**src/rtl/fft_frame_sequencer_if.sv**
```systemverilog
`default_nettype none
// ============================================================================
//  Module   : fft_frame_sequencer_if
//  Purpose  : Bundles the stream buses around the FFT frame sequencer:
//             the incoming sample stream, the core configuration stream,
//             the outgoing sample stream to the core and the snooped result
//             stream of the core.
//  Modports : master - the sequencer side
//             slave  - the environment side (source, core, result monitor)
//  Revision : 1.0 - initial release
// ============================================================================
interface fft_frame_sequencer_if #(
    parameter int DATA_W = 32
) ();
    // input sample stream
    logic [DATA_W-1:0] s_axis_tdata;
    logic              s_axis_tvalid;
    logic              s_axis_tready;
    // core configuration stream
    logic [15:0]       m_axis_cfg_tdata;
    logic              m_axis_cfg_tvalid;
    logic              m_axis_cfg_tready;
    // sample stream to the core
    logic [DATA_W-1:0] m_axis_fft_tdata;
    logic              m_axis_fft_tvalid;
    logic              m_axis_fft_tready;
    logic              m_axis_fft_tlast;
    // snooped core result stream
    logic              mon_tvalid;
    logic              mon_tready;
    logic              mon_tlast;

    modport master (
        input  s_axis_tdata, s_axis_tvalid,
        output s_axis_tready,
        output m_axis_cfg_tdata, m_axis_cfg_tvalid,
        input  m_axis_cfg_tready,
        output m_axis_fft_tdata, m_axis_fft_tvalid, m_axis_fft_tlast,
        input  m_axis_fft_tready,
        input  mon_tvalid, mon_tready, mon_tlast
    );

    modport slave (
        output s_axis_tdata, s_axis_tvalid,
        input  s_axis_tready,
        input  m_axis_cfg_tdata, m_axis_cfg_tvalid,
        output m_axis_cfg_tready,
        input  m_axis_fft_tdata, m_axis_fft_tvalid, m_axis_fft_tlast,
        output m_axis_fft_tready,
        output mon_tvalid, mon_tready, mon_tlast
    );
endinterface
`default_nettype wire

```
**src/rtl/fft_frame_sequencer.sv**
```systemverilog
`default_nettype none
// ============================================================================
//  Module   : fft_frame_sequencer
//  Purpose  : Sequences sample frames into a streaming FFT core. Sends one
//             configuration word whenever a reconfiguration is pending,
//             then forwards samples in frames of 2^L beats with tlast on the
//             final beat, limiting the number of frames whose results have
//             not yet come back from the core.
//  Ports    : ACLK, ARESET        - clock, asynchronous active-high reset
//             enable              - permits new frames to start
//             cfg_log2n/fwd_inv/
//             cfg_scale/cfg_update- requested configuration + update pulse
//             bus (master)        - sample in, config out, sample out,
//                                   snooped result stream
//             busy                - sequencer not idle
//             inflight            - frames outstanding in the core
//             frame_done          - pulse per completed result frame
//             err_unexpected      - sticky: result frame with none outstanding
//  Revision : 1.0 - initial release
// ============================================================================
module fft_frame_sequencer #(
    parameter int DATA_W       = 32,
    parameter int LOG2N_MAX    = 12,
    parameter int MAX_INFLIGHT = 4
) (
    input  wire logic                 ACLK,
    input  wire logic                 ARESET,
    input  wire logic                 enable,
    input  wire logic [3:0]           cfg_log2n,
    input  wire logic                 cfg_fwd_inv,
    input  wire logic [10:0]          cfg_scale,
    input  wire logic                 cfg_update,
    fft_frame_sequencer_if.master     bus,
    output logic                      busy,
    output logic [2:0]                inflight,
    output logic                      frame_done,
    output logic                      err_unexpected
);

    localparam logic [3:0] c_log2n_min    = 4'd3;
    localparam logic [3:0] c_log2n_max    = 4'(LOG2N_MAX);
    localparam logic [2:0] c_max_inflight = 3'(MAX_INFLIGHT);

    typedef enum logic [1:0] {
        S_IDLE   = 2'd0,
        S_CONFIG = 2'd1,
        S_STREAM = 2'd2,
        S_DRAIN  = 2'd3
    } state_t;

    state_t                 r_state;
    state_t                 w_state_nxt;
    logic                   r_cfg_pending;
    logic [3:0]             r_log2n;
    logic                   r_fwd_inv;
    logic [10:0]            r_scale;
    logic [LOG2N_MAX-1:0]   r_cnt;
    logic [2:0]             r_inflight;
    logic                   r_frame_done;
    logic                   r_err;

    logic [3:0]             w_log2n_clamped;
    logic                   w_cfg_entry;
    logic                   w_cfg_hs;
    logic                   w_gate;
    logic                   w_tlast;
    logic                   w_fft_hs;
    logic                   w_tlast_hs;
    logic                   w_res_end;
    logic [LOG2N_MAX-1:0]   w_last_idx;
    logic [2:0]             w_inflight_nxt;
    logic [DATA_W-1:0]      w_sample;

    // ------------------------------------------------------------------
    // Combinational datapath
    // ------------------------------------------------------------------
    always_comb begin
        w_log2n_clamped = cfg_log2n;
        if (cfg_log2n < c_log2n_min) begin
            w_log2n_clamped = c_log2n_min;
        end else if (cfg_log2n > c_log2n_max) begin
            w_log2n_clamped = c_log2n_max;
        end
    end

    // Index of the final beat: the low L bits set.
    always_comb begin
        w_last_idx = '0;
        for (int i = 0; i < LOG2N_MAX; i++) begin
            w_last_idx[i] = (i < int'(r_log2n));
        end
    end

    assign w_cfg_entry = (r_state == S_IDLE) && enable && r_cfg_pending;
    assign w_cfg_hs    = (r_state == S_CONFIG) && bus.m_axis_cfg_tready;
    assign w_gate      = (r_state == S_STREAM) && (r_inflight < c_max_inflight);
    // tlast is qualified by STREAM so the idle counter value never leaks out
    assign w_tlast     = (r_state == S_STREAM) && (r_cnt == w_last_idx);
    assign w_fft_hs    = bus.s_axis_tvalid && w_gate && bus.m_axis_fft_tready;
    assign w_tlast_hs  = w_fft_hs && w_tlast;
    assign w_res_end   = bus.mon_tvalid && bus.mon_tready && bus.mon_tlast;

    assign w_sample              = bus.s_axis_tdata;
    assign bus.m_axis_fft_tdata  = (r_state == S_STREAM) ? w_sample : '0;
    assign bus.m_axis_fft_tvalid = bus.s_axis_tvalid && w_gate;
    assign bus.m_axis_fft_tlast  = w_tlast;
    assign bus.s_axis_tready     = bus.m_axis_fft_tready && w_gate;

    assign bus.m_axis_cfg_tvalid = (r_state == S_CONFIG);
    assign bus.m_axis_cfg_tdata  = {r_scale, r_fwd_inv, r_log2n};

    assign busy           = (r_state != S_IDLE);
    assign inflight       = r_inflight;
    assign frame_done     = r_frame_done;
    assign err_unexpected = r_err;

    // An issue and a return in the same cycle cancel out.
    always_comb begin
        w_inflight_nxt = r_inflight;
        if (w_tlast_hs && !w_res_end) begin
            w_inflight_nxt = r_inflight + 3'd1;
        end else if (!w_tlast_hs && w_res_end && (r_inflight != 3'd0)) begin
            w_inflight_nxt = r_inflight - 3'd1;
        end
    end

    // ------------------------------------------------------------------
    // State machine
    // ------------------------------------------------------------------
    always_comb begin
        w_state_nxt = r_state;
        case (r_state)
            S_IDLE: begin
                if (enable) begin
                    w_state_nxt = r_cfg_pending ? S_CONFIG : S_STREAM;
                end
            end
            S_CONFIG: begin
                if (w_cfg_hs) begin
                    w_state_nxt = S_STREAM;
                end
            end
            S_STREAM: begin
                // Frames are never cut short; the decision waits for tlast.
                if (w_tlast_hs && (r_cfg_pending || cfg_update || !enable)) begin
                    w_state_nxt = S_DRAIN;
                end
            end
            S_DRAIN: begin
                if (r_inflight == 3'd0) begin
                    w_state_nxt = S_IDLE;
                end
            end
            default: w_state_nxt = S_IDLE;
        endcase
    end

    always_ff @(posedge ACLK or posedge ARESET) begin
        if (ARESET) begin
            r_state <= S_IDLE;
        end else begin
            r_state <= w_state_nxt;
        end
    end

    // ------------------------------------------------------------------
    // Configuration latch and pending flag
    // ------------------------------------------------------------------
    always_ff @(posedge ACLK or posedge ARESET) begin
        if (ARESET) begin
            r_cfg_pending <= 1'b1;
            r_log2n       <= 4'd0;
            r_fwd_inv     <= 1'b0;
            r_scale       <= 11'd0;
        end else begin
            // A new request wins over a handshake in the same cycle.
            if (cfg_update) begin
                r_cfg_pending <= 1'b1;
            end else if (w_cfg_hs) begin
                r_cfg_pending <= 1'b0;
            end
            if (w_cfg_entry) begin
                r_log2n   <= w_log2n_clamped;
                r_fwd_inv <= cfg_fwd_inv;
                r_scale   <= cfg_scale;
            end
        end
    end

    // ------------------------------------------------------------------
    // Beat counter, inflight tracking and status
    // ------------------------------------------------------------------
    always_ff @(posedge ACLK or posedge ARESET) begin
        if (ARESET) begin
            r_cnt        <= '0;
            r_inflight   <= 3'd0;
            r_frame_done <= 1'b0;
            r_err        <= 1'b0;
        end else begin
            if (w_fft_hs) begin
                r_cnt <= w_tlast ? '0 : r_cnt + LOG2N_MAX'(1);
            end
            r_inflight   <= w_inflight_nxt;
            r_frame_done <= w_res_end && (w_tlast_hs || (r_inflight != 3'd0));
            if (w_res_end && !w_tlast_hs && (r_inflight == 3'd0)) begin
                r_err <= 1'b1;
            end
        end
    end

endmodule
`default_nettype wire

```
**src/flat_wrapper.sv**
```systemverilog
// flat-port wrapper written by rule: the top's interface ports become plain ports
module fft_frame_sequencer_flat 
#(
    parameter int DATA_W       = 32,
    parameter int LOG2N_MAX    = 12,
    parameter int MAX_INFLIGHT = 4
)
  (ACLK, ARESET, enable, cfg_log2n, cfg_fwd_inv, cfg_scale, cfg_update, busy, inflight, frame_done, err_unexpected, bus_s_axis_tdata, bus_s_axis_tvalid, bus_s_axis_tready, bus_m_axis_cfg_tdata, bus_m_axis_cfg_tvalid, bus_m_axis_cfg_tready, bus_m_axis_fft_tdata, bus_m_axis_fft_tvalid, bus_m_axis_fft_tlast, bus_m_axis_fft_tready, bus_mon_tvalid, bus_mon_tready, bus_mon_tlast);
  fft_frame_sequencer_if #(.DATA_W(DATA_W)) bus_i ();
  input  wire logic ACLK;
  input  wire logic ARESET;
  input  wire logic enable;
  input  wire logic [3:0] cfg_log2n;
  input  wire logic cfg_fwd_inv;
  input  wire logic [10:0] cfg_scale;
  input  wire logic cfg_update;
  output logic busy;
  output logic [2:0] inflight;
  output logic frame_done;
  output logic err_unexpected;
  input wire logic [$bits(bus_i.s_axis_tdata)-1:0] bus_s_axis_tdata;
  input wire logic [$bits(bus_i.s_axis_tvalid)-1:0] bus_s_axis_tvalid;
  output wire logic [$bits(bus_i.s_axis_tready)-1:0] bus_s_axis_tready;
  output wire logic [$bits(bus_i.m_axis_cfg_tdata)-1:0] bus_m_axis_cfg_tdata;
  output wire logic [$bits(bus_i.m_axis_cfg_tvalid)-1:0] bus_m_axis_cfg_tvalid;
  input wire logic [$bits(bus_i.m_axis_cfg_tready)-1:0] bus_m_axis_cfg_tready;
  output wire logic [$bits(bus_i.m_axis_fft_tdata)-1:0] bus_m_axis_fft_tdata;
  output wire logic [$bits(bus_i.m_axis_fft_tvalid)-1:0] bus_m_axis_fft_tvalid;
  output wire logic [$bits(bus_i.m_axis_fft_tlast)-1:0] bus_m_axis_fft_tlast;
  input wire logic [$bits(bus_i.m_axis_fft_tready)-1:0] bus_m_axis_fft_tready;
  input wire logic [$bits(bus_i.mon_tvalid)-1:0] bus_mon_tvalid;
  input wire logic [$bits(bus_i.mon_tready)-1:0] bus_mon_tready;
  input wire logic [$bits(bus_i.mon_tlast)-1:0] bus_mon_tlast;
  assign bus_i.s_axis_tdata = bus_s_axis_tdata;
  assign bus_i.s_axis_tvalid = bus_s_axis_tvalid;
  assign bus_s_axis_tready = bus_i.s_axis_tready;
  assign bus_m_axis_cfg_tdata = bus_i.m_axis_cfg_tdata;
  assign bus_m_axis_cfg_tvalid = bus_i.m_axis_cfg_tvalid;
  assign bus_i.m_axis_cfg_tready = bus_m_axis_cfg_tready;
  assign bus_m_axis_fft_tdata = bus_i.m_axis_fft_tdata;
  assign bus_m_axis_fft_tvalid = bus_i.m_axis_fft_tvalid;
  assign bus_m_axis_fft_tlast = bus_i.m_axis_fft_tlast;
  assign bus_i.m_axis_fft_tready = bus_m_axis_fft_tready;
  assign bus_i.mon_tvalid = bus_mon_tvalid;
  assign bus_i.mon_tready = bus_mon_tready;
  assign bus_i.mon_tlast = bus_mon_tlast;
  fft_frame_sequencer #(.DATA_W(DATA_W), .LOG2N_MAX(LOG2N_MAX), .MAX_INFLIGHT(MAX_INFLIGHT)) u_core (.ACLK(ACLK), .ARESET(ARESET), .enable(enable), .cfg_log2n(cfg_log2n), .cfg_fwd_inv(cfg_fwd_inv), .cfg_scale(cfg_scale), .cfg_update(cfg_update), .bus(bus_i), .busy(busy), .inflight(inflight), .frame_done(frame_done), .err_unexpected(err_unexpected));
endmodule
```
**config.mk**
```make
export PLATFORM = sky130hd
export DESIGN_NAME = fft_frame_sequencer_flat
export DESIGN_NICKNAME = d
export VERILOG_FILES = /design/src/rtl/fft_frame_sequencer_if.sv /design/src/rtl/fft_frame_sequencer.sv /design/src/flat_wrapper.sv
export SDC_FILE = /design/constraint.sdc
export NUM_CORES = 1
export LEC_CHECK = 0
export ABC_AREA = 1
export ABC_CLOCK_PERIOD_IN_PS = 6400
export BUFFER_PORTS_ARGS = -buffer_cell sky130_fd_sc_hd__buf_2
export CORE_MARGIN = 1
export CORE_UTILIZATION = 50
export DETAILED_ROUTE_END_ITERATION = 16
export GPL_TIMING_DRIVEN = 0
export HOLD_SLACK_MARGIN = 0.12
export PLACE_DENSITY = 0.89
export SYNTH_ARGS = -nofsm -noshare
export SYNTH_HDL_FRONTEND = slang
export SYNTH_SLANG_ARGS = --single-unit
```
**constraint.sdc**
```tcl
create_clock -name ACLK -period 6.4 [get_ports ACLK]
set_input_delay 0.96 -clock ACLK [delete_from_list [all_inputs] [get_ports ACLK]]
set_output_delay 0.96 -clock ACLK [all_outputs]
set_load 0.01 [all_outputs]
```
==> Word level (Yosys, flattened, before mapping) <==
Cells that the tools add are included.
{ "totals": {"reg_bits": 36, "inputBits": 58, "output_inout_bits": 58} }
{ "classes": {"addsub": 3, "n_lt_le_gt_ge": 15, "n_eq_ne": 8, "mux": 14, "reduce_logical": 30} }
{ "ops": {"columns": ["cell", "n"], "rows": [
  ["$mux W32", 1],
  ["$logic_and A1 B1 Y1", 17],
  ["$lt A3 B4 Y1 const A", 4],
  ["$lt A4 B4 Y1 const A", 4],
  ["$add A12 B1 Y12 const B", 1],
  ["$eq A12 B12 Y1", 1],
  ["$mux W12", 1],
  ["$mux W2", 5],
  ["$lt A1 B4 Y1 const A", 2],
  ["$lt A2 B4 Y1 const A", 2],
  ["$mux W4", 2],
  ["$pmux W2 S4", 1],
  ["$mux W3", 2],
  ["$reduce_bool A2 Y1", 3],
  ["$eq A2 B2 Y1 const B", 2],
  ["$gt A4 B4 Y1 const B", 1],
  ["$lt A4 B2 Y1 const B", 1],
  ["$ne A2 B1 Y1 const B", 2],
  ["$ne A2 B2 Y1 const B", 2],
  ["$reduce_and A4 Y1", 1],
  ["$add A3 B1 Y3 const B", 1],
  ["$logic_not A1 Y1", 3],
  ["$logic_not A3 Y1", 1],
  ["$logic_or A1 B1 Y1", 3],
  ["other kinds (6)", 7]
]} }

==> Logic depth before layout (Yosys ltp) <==
Gate-level depths: netlist of run 1.
{ "depth": {"depth_word": 10, "depth_mapped": 15} }

==> Worst setup path before layout of run 1 <==
OpenSTA, ideal clock, no wires.
{ "synth_timing": {"kind": "register -> output", "from": "register u_core.r_state[0]", "to": "output port bus_m_axis_fft_tlast", "arrival_ps": 1543, "t_required_ps": 5440, "setup_slack_ps": 3897, "path_stages_with_launch": 10, "path_buffers": 1, "path_cell_list": "dfrtp_1 > inv_1 > ha_1 > buf_2 > nand2_1 > nor2_1 > nand2_1 > nor2_1 > nand2_1 > nor4_1"} }
{ "synth_via": {"elab_chain_len": 2} }
{ "synth_rtl": {"columns": ["item", "line", "rtl"], "rows": [
  ["start, declared", "fft_frame_sequencer.sv:51", "state_t r_state;"],
  ["start signal, assigned", "fft_frame_sequencer.sv:162", "r_state <= w_state_nxt;"],
  ["$eq A2 B2 Y1", "fft_frame_sequencer.sv:98", "assign w_tlast = (r_state == S_STREAM) && (r_cnt == w_last_idx);"],
  ["$logic_and A1 B1 Y1", "fft_frame_sequencer.sv:98", null],
  ["end, declared", "flat_wrapper.sv:29", "output wire logic [$bits(bus_i.m_axis_fft_tlast)-1:0] bus_m_axis_fft_tlast;"]
]} }
Every way passes these cells.

==> Worst setup path after layout of run 1 <==
Same ends and word-level chain as after synthesis.

==> run_results.csv, run 1 <==
group,metric,value,unit
finish,final_nets,532,
drt,drt_iter0_markers,191,
critical_path,cp_slowest_stage_delay,0.42,ns
sta,rsz0062_at_grt,"false",
sta,slew_headroom,0.521,
finish,layout-drive-gt1-share,0.338,
synth,avgSynthCellArea,7.13,um^2
drt,ant_nets,0,
clock_tree,path_clk_slew,0.08,ns
clock_tree,cts_hold_buffers,0,
clock_tree,cts_max_path_buffers,2,
sta,drv_slew,0,
global_routing,grt_pass1_wl,9300,um
sta,fmax,336,MHz
clock_tree,cts_tree,"built",
floorplan,io_pins,116,
run_status,status,"completed",
place,dpl_cell_area,0.00312,mm^2
finish,area_delta_synth_final,30.4,%
place,dpl.hpwl,4650,um
drt,drtPass1Iterations,5,
drt,drcViolationCount,0,
floorplan,rows,25,
synth,syn_area,0.00246,mm^2
floorplan,start_util,0.521,
critical_path,worstSetupPathType,"reg2out",
clock_tree,post_cts_buffers,0,
sta,setup_violations,0,
synth,syn_nets,410,
pwr,max-vdd-ir-drop,0.228,mV
sta,whs,0.466,ns
drt,routed-via-count,2557,
global_routing,track_usage,0.225,
floorplan,dieArea,0.00520,mm^2
sta,finalCritPeriodShare,0.465,
hold_path,min_path_type,"reg2reg",
critical_path,worstRegToRegCells,12,
sta,fin_crit,2.98,ns
finish,postLayoutCoreUtil,0.679,
sta,fin_setup_tns,0,ns
floorplan,die_w,72.1,um
critical_path,startpoint_type,"flop",
synth,synth_enable_flop_cells,0,
synth,ys_warn_count,0,
hold_path,holdPathStages,1,
drt,drt-total-wl,5690,um
clock_tree,clk_latency,0.29,ns
critical_path,worst_ep_required_time,5.44,ns
synth,async_flop_share,1.00,
global_routing,grt.overflow.total,0,
drt,drt-vias-per-instance,4.78,
clock_tree,cts_made_buffers,5,
finish,diodes,0,
global_routing,antenna_found_initial,0,
critical_path,cp_max_fo,10,
pwr,leakagePower,0.00203,uW
place,portBuffers,115,
pwr,powerDensity,393,mW/mm^2
clock_tree,clock-sinks,36,
synth,yosys.area.top_type_share,0.356,
floorplan,coreArea,0.00472,mm^2
clock_tree,root_buffer,"clkbuf_8",
critical_path,cp.arrival,2.02,ns
clock_tree,cts_resized,0,
synth,ys_seq_elements,36,
sta,hold_violations,0,
critical_path,cp_common_cell,"nand2_1",
synth,synthFlopType,"dfrtp_1",
synth,synthTopCellsByArea,"dfrtp_1 36%, nand2_1 16%, inv_1 9.8%, mux2_2 5.5%, nand3_1 5.1%",
run,maxCapViolations,0,
floorplan,die_y,72.1,um
critical_path,path_cells,"inv_1 -> ha_1 -> buf_2 -> nand2_1 -> nor2_1 -> nand2_1 -> nor2_1 -> nand2_1 -> nor4_1 -> buf_2",
pwr,finalPower,1260,uW
synth,yosysUniqueCellTypes,37,
global_routing,grt_pass1_vias,2253,
synth,syn_inst,345,
synth,ys_seq_area_frac,0.367,
critical_path,endpoint_kind,"output pin",
drt,wl_per_cell,10.6,um
synth,synth_top_cell_by_area,"dfrtp_1",
sta,finalClockSkew,0.0104,ns
finish,final_cell_area,0.00321,mm^2
sta,tightestPinTransition,0.718,ns
clock_tree,h-tree-depth,2,
critical_path,slowest_stage,"dfrtp_1",
place,routabilityCongestion,0.886,
global_routing,grt_start_max_net_pins,37,
==> Yosys cell counts (2+ instances only) <==
master,instances
nand2_1,106
ha_1,6
nand4_1,3
clkbuf_1,3
nor2_1,29
nor4_1,2
and3_1,3
nor3_1,5
nand2_2,4
a21oi_1,7
o22ai_1,2
inv_1,64
buf_6,2
dfrtp_1,35
xor2_1,7
o21ai_0,5
nor2_2,3
nand3b_1,2
a22oi_1,2
nand3_1,25
mux2_2,12
nand3_2,3
==> layout make-up <==
| type | count | area [um^2] |
|---|---|---|
| inverter | 66 | 250 |
| tap | 67 | 83.8 |
| sequential | 36 | 902 |
| clock buffer | 5 | 68.8 |
| buffer | 8 | 50.0 |
| clock inverter | 3 | 18.8 |
| timing repair buffer | 115 | 576 |
| fill | 377 | 1520 |
| multi-input combinational | 235 | 1260 |
==> stage by stage <==
step | setup WS, ns | cells
after floorplan | 3.90 | 345
after global placement | 3.71 | 527
after detailed placement | 3.69 | 527
after CTS | 3.42 | 535
after global routing | 3.24 | 535
final | 3.42 | 535
==> worst max-delay path: cells and delay by family, from the launching register on <==
family,cells,cell delay [ns]
adder cells (fa/ha/maj),1,0.15
buffers and inverters,3,0.52
flip-flops,1,0.42
AND/OR/NAND/NOR,6,0.64
==> worst paths after layout <==
| path | slack, ns | end | from |
|---|---|---|---|
| worst max-delay path | 3.42 | bus_m_axis_fft_tlast | u_core.r_state[0]$_DFFE_PP0P_ |
| worst min-delay path | 0.47 | u_core.err_unexpected$_DFFE_PP0P_ | u_core.err_unexpected$_DFFE_PP0P_ |
| worst max register to register | 3.79 | u_core.inflight[2]$_DFFE_PP0P_ | u_core.r_state[0]$_DFFE_PP0P_ |
| worst min register to register | 0.47 | u_core.err_unexpected$_DFFE_PP0P_ | u_core.err_unexpected$_DFFE_PP0P_ |
| max in group asynchronous | 5.15 | u_core.r_log2n[2]$_DFFE_PP0P_ | ARESET |
| min in group asynchronous | 0.78 | u_core.r_cnt[2]$_DFFE_PP0P_ | ARESET |
==> kinds of logic (layout without fill, tap and decap cells) <==
kind of cell    Yosys count  count (layout)  synth area share
mux                      12              12            0.0549
flops                    36              36             0.367
xor+xnor                  7               7            0.0249
fa+ha+maj                 7               7            0.0387
simple gates            191             191             0.350
compound gates           18              18            0.0422
buf+inv                  74             197             0.122
==> power breakdown <==
group	internal [uW]	switching (uW)	total, uW
Clock	75.7	81.7	157
Combinational	293	418	712
Sequential	313	76.5	390
Total	682	577	1260
==> registers in the layout, summed over array words and instances, names as in the netlist <==
signal,flops
u_core.r_cnt,12
u_core.r_scale,11
u_core.r_log2n,4
u_core.inflight,3
u_core.r_state,2
u_core.err_unexpected,1
u_core.frame_done,1
u_core.r_cfg_pending,1
u_core.r_fwd_inv,1
==> cell usage in the layout, fill, tap and decap left out, types with 2 or more instances in the layout <==
| cell type | Yosys | routed |
|---|---|---|
| a21oi_1 | 7 | 7 |
| a22oi_1 | 2 | 2 |
| and3_1 | 3 | 3 |
| buf_2 | 1 | 116 |
| buf_6 | 2 | 2 |
| clkbuf_1 | 3 | 3 |
| clkbuf_8 | 0 | 5 |
| clkinv_2 | 0 | 2 |
| dfrtp_1 | 35 | 35 |
| ha_1 | 6 | 6 |
| inv_1 | 64 | 63 |
| mux2_2 | 12 | 12 |
| nand2_1 | 106 | 106 |
| nand2_2 | 4 | 4 |
| nand3_1 | 25 | 25 |
| nand3_2 | 3 | 3 |
| nand3b_1 | 2 | 2 |
| nand4_1 | 3 | 3 |
| nor2_1 | 29 | 29 |
| nor2_2 | 3 | 3 |
| nor3_1 | 5 | 5 |
| nor4_1 | 2 | 2 |
| o21ai_0 | 5 | 5 |
| o22ai_1 | 2 | 2 |
| xor2_1 | 7 | 7 |
==> routing by layer <==
layer | share of wire | GRT usage
met5 | 0 | 0
met1 | 0.46 | 0.297
met2 | 0.49 | 0.377
met3 | 0.044 | 0.0333
met4 | 0.011 | 0.0784
Note: power is estimated with default switching activity, not from simulation.
==> run 2, diff against run 1 <==
--- a/config.mk
+++ b/config.mk
@@ -5,15 +5,15 @@
 export SDC_FILE = /design/constraint.sdc
 export NUM_CORES = 1
 export LEC_CHECK = 0
-export ABC_AREA = 1
-export ABC_CLOCK_PERIOD_IN_PS = 6400
+export ABC_AREA = 0
+export ABC_CLOCK_PERIOD_IN_PS = 3100
 export BUFFER_PORTS_ARGS = -buffer_cell sky130_fd_sc_hd__buf_2
 export CORE_MARGIN = 1
-export CORE_UTILIZATION = 50
+export CORE_UTILIZATION = 47
 export DETAILED_ROUTE_END_ITERATION = 16
 export GPL_TIMING_DRIVEN = 0
 export HOLD_SLACK_MARGIN = 0.12
-export PLACE_DENSITY = 0.89
+export PLACE_DENSITY = 0.84
 export SYNTH_ARGS = -nofsm -noshare
 export SYNTH_HDL_FRONTEND = slang
 export SYNTH_SLANG_ARGS = --single-unit
==> constraint.sdc (replaced) <==
create_clock -name ACLK -period 3.1 [get_ports ACLK]
set_input_delay 0.465 -clock ACLK [delete_from_list [all_inputs] [get_ports ACLK]]
set_output_delay 0.465 -clock ACLK [all_outputs]
set_load 0.01 [all_outputs]
==> run 2 against run 1 <==
- area after synthesis rose by 2.6%
- sequential power grew 98%
- register-to-register slack worse by 3.6 ns
- largest power group unchanged
- highest routed layer unchanged
- cell area grew 3.4%
==> run_results.csv, run 2 <==
group,metric,value,unit
run_status,status,"completed",
finish,layout_commonest_cell,"buf_2",
critical_path,cp_max_fo,19,
drt,drtPass1Iterations,4,
sta,fin_setup_tns,0,ns
hold_path,min_path_type,"in2async",
global_routing,grt_pass1_wl,8940,um
clock_tree,cts_tree,"built",
critical_path,worst_ep_required_time,3.31,ns
clock_tree,path_clk_slew,0.08,ns
finish,largest_reg_flops,12,
critical_path,cp_common_cell,"nand2_1",
floorplan,dieArea,0.00567,mm^2
sta,whs,0.292,ns
drt,ant_nets,0,
synth,syn_area,0.00252,mm^2
drt,drcViolationCount,0,
pwr,p_switching,1090,uW
finish,regMostFlops,"u_core.r_cnt",
place,dpl_worst_slack,0.0178,ns
finish,diodes,0,
sta,drv_slew,0,
clock_tree,clk_latency,0.29,ns
clock_tree,root_buffer,"clkbuf_8",
pwr,p_sw_frac,0.411,
floorplan,die_y,75.3,um
drt,drt-total-wl,5870,um
clock_tree,h-tree-depth,2,
synth,synth_top_cell_by_area,"dfrtp_1",
place,portBuffers,115,
floorplan,start_util,0.491,
synth,syn_nets,336,
global_routing,grt.overflow.total,0,
sta,finalCritPeriodShare,0.938,
critical_path,critPathBufInv,4,
sta,fmax,344,MHz
global_routing,grt_pass1_vias,1950,
pwr,max-vdd-ir-drop,0.497,mV
finish,final_cell_area,0.00331,mm^2
pwr,seq_power_share,0.292,
synth,synth_enable_flop_cells,0,
place,routabilityCongestion,0.886,
drt,drt_iter0_markers,136,
sta,fin_crit,2.91,ns
floorplan,io_pins,116,
global_routing,track_usage,0.208,
sta,tightestPinTransition,0.741,ns
sta,setup_violations,0,
finish,layout-drive-gt1-share,0.434,
critical_path,cp.arrival,3.11,ns
run,maxCapViolations,0,
pwr,internal_power,1560,uW
clock_tree,clock-sinks,36,
critical_path,rrSetupSlack,0.19,ns
place,dpl_cell_area,0.00319,mm^2
synth,synthFlopType,"dfrtp_1",
clock_tree,cts_max_path_buffers,2,
synth,yosys.area.top_type_share,0.347,
critical_path,endpoint_kind,"flop",
critical_path,worstSetupPathType,"reg2reg",
finish,final_nets,458,
floorplan,coreArea,0.00514,mm^2
drt,routed-via-count,2335,
pwr,clock_power_share,0.158,
global_routing,grt_start_max_net_pins,37,
pwr,leakagePower,0.00166,uW
synth,ys_seq_area_frac,0.357,
drt,wl_per_cell,12.7,um
synth,syn_inst,271,
synth,ys_warn_count,0,
critical_path,cp_top_family,"simple AND/OR/NAND/NOR gates",
finish,mostFrequentLayoutCells,"115 x buf_2, 34 x dfrtp_1, 33 x and2_1, 25 x nor2_1",
critical_path,path_cells,"inv_2 -> ha_2 -> and4b_1 -> clkbuf_4 -> inv_1 -> a211oi_2 -> nand2_1 -> nor2_2 -> buf_6 -> nand2_1 -> fa_1 -> or2_2 -> o221ai_1",
sta,finalClockSkew,0.00701,ns
finish,postLayoutCoreUtil,0.645,
critical_path,slowest_stage,"dfrtp_2",
synth,synth_common_cells,"35 x dfrtp_1, 33 x and2_1, 26 x nor2_1, 15 x mux2_2, 15 x nand2_1",
floorplan,die_w,75.3,um
sta,rsz0062_at_grt,"false",
drt,drt-vias-per-instance,5.03,
synth,yosysMostFrequentCell,"dfrtp_1",
critical_path,startpoint_type,"flop",
critical_path,cp_slowest_stage_delay,0.45,ns
sta,slew_headroom,0.506,
clock_tree,cts_hold_buffers,0,
global_routing,antenna_found_initial,0,
finish,area_delta_synth_final,31.3,%
synth,ys_seq_elements,36,
pwr,powerDensity,797,mW/mm^2
sta,hold_violations,0,
pwr,comb_power_share,0.550,
synth,async_flop_share,1.00,
place,dpl.hpwl,4420,um
finish,reg_top3,"u_core.r_cnt (12), u_core.r_scale (11), u_core.r_log2n (4)",
floorplan,rows,26,
clock_tree,cts_made_buffers,5,
synth,avgSynthCellArea,9.32,um^2
sta,setup_ws,0.193,ns
synth,synthTopCellsByArea,"dfrtp_1 35%, and2_1 8.2%, mux2_2 6.7%, nor2_1 3.9%, xnor2_1 3.1%",
synth,yosysUniqueCellTypes,57,
## run 2: cell count changes in the layout (fill, tap and decap cells not counted), moves of 7 or more
cell | previous run | this run
xnor2_1 | 0 | 9
nand3_1 | 25 | 8
inv_1 | 63 | 11
clkbuf_1 | 3 | 10
nand2_1 | 106 | 15
and2_1 | 0 | 33
## run 2: cell type report
| cell class | instances | area (um^2) |
|---|---|---|
| timing repair buffer | 116 | 583 |
| fill | 451 | 1830 |
| clock inverter | 3 | 42.5 |
| tap | 70 | 87.6 |
| clock buffer | 5 | 68.8 |
| sequential | 36 | 903 |
| buffer | 20 | 135 |
| inverter | 14 | 52.6 |
| multi-input combinational | 200 | 1440 |
## run 2: cell families (layout without fill, tap and decap cells)
group	count (synthesis)	after routing	synth area share
xor gates and xnor gates	18	18	0.0624
and+or+nand+nor	112	112	0.248
AOI/OAI and AO/OA	45	45	0.140
DFF	36	36	0.357
muxes	18	18	0.0788
buffers and inverters	35	158	0.0763
adders and majority gates	7	7	0.0377
## run 2: timing repair
item / CTS / global route
setup endpoints to repair: 1 / 1
pin swaps: 0 / 1
gates resized for setup: 2 / 5
setup buffers: 0 / 1
## run 2: final timing paths
path	from	end	cells after the start
min reg2reg	u_core.err_unexpected$_DFFE_PP0P_	u_core.err_unexpected$_DFFE_PP0P_	2
max reg2reg	u_core.r_state[0]$_DFFE_PP0P_	u_core.inflight[2]$_DFFE_PP0P_	13
min in group ACLK	cfg_update	u_core.r_cfg_pending$_DFFE_PP1P_	2
max	u_core.r_state[0]$_DFFE_PP0P_	u_core.inflight[2]$_DFFE_PP0P_	13
max in group asynchronous	ARESET	u_core.r_state[0]$_DFFE_PP0P_	2
min	ARESET	u_core.r_scale[1]$_DFFE_PP0P_	2
## run 2: layer usage
metal,vias to the layer above,share of wire,GRT usage
met5,-,0,0
li1,1175,-,-
met3,9,0.036,0.0278
met4,0,0.015,0.0761
met1,1091,0.46,0.288
met2,60,0.48,0.335
## run 2: metrics by stage
step / instances / power [uW]
floorplan: 271 / 1770
global placement: 456 / 2170
detailed placement: 456 / 2220
CTS: 464 / 2640
global route: 464 / 2850
finish: 464 / 2640
## run 2: power by group through the flow
| stage | Clock (uW) | Combinational (uW) | Sequential [uW] |
|---|---|---|---|
| after floorplan | 0 | 961 | 806 |
| after global placement | 0 | 1410 | 762 |
| after detailed placement | 0 | 1440 | 773 |
| after CTS | 423 | 1450 | 766 |
| after global routing | 439 | 1620 | 798 |
| final | 417 | 1450 | 771 |
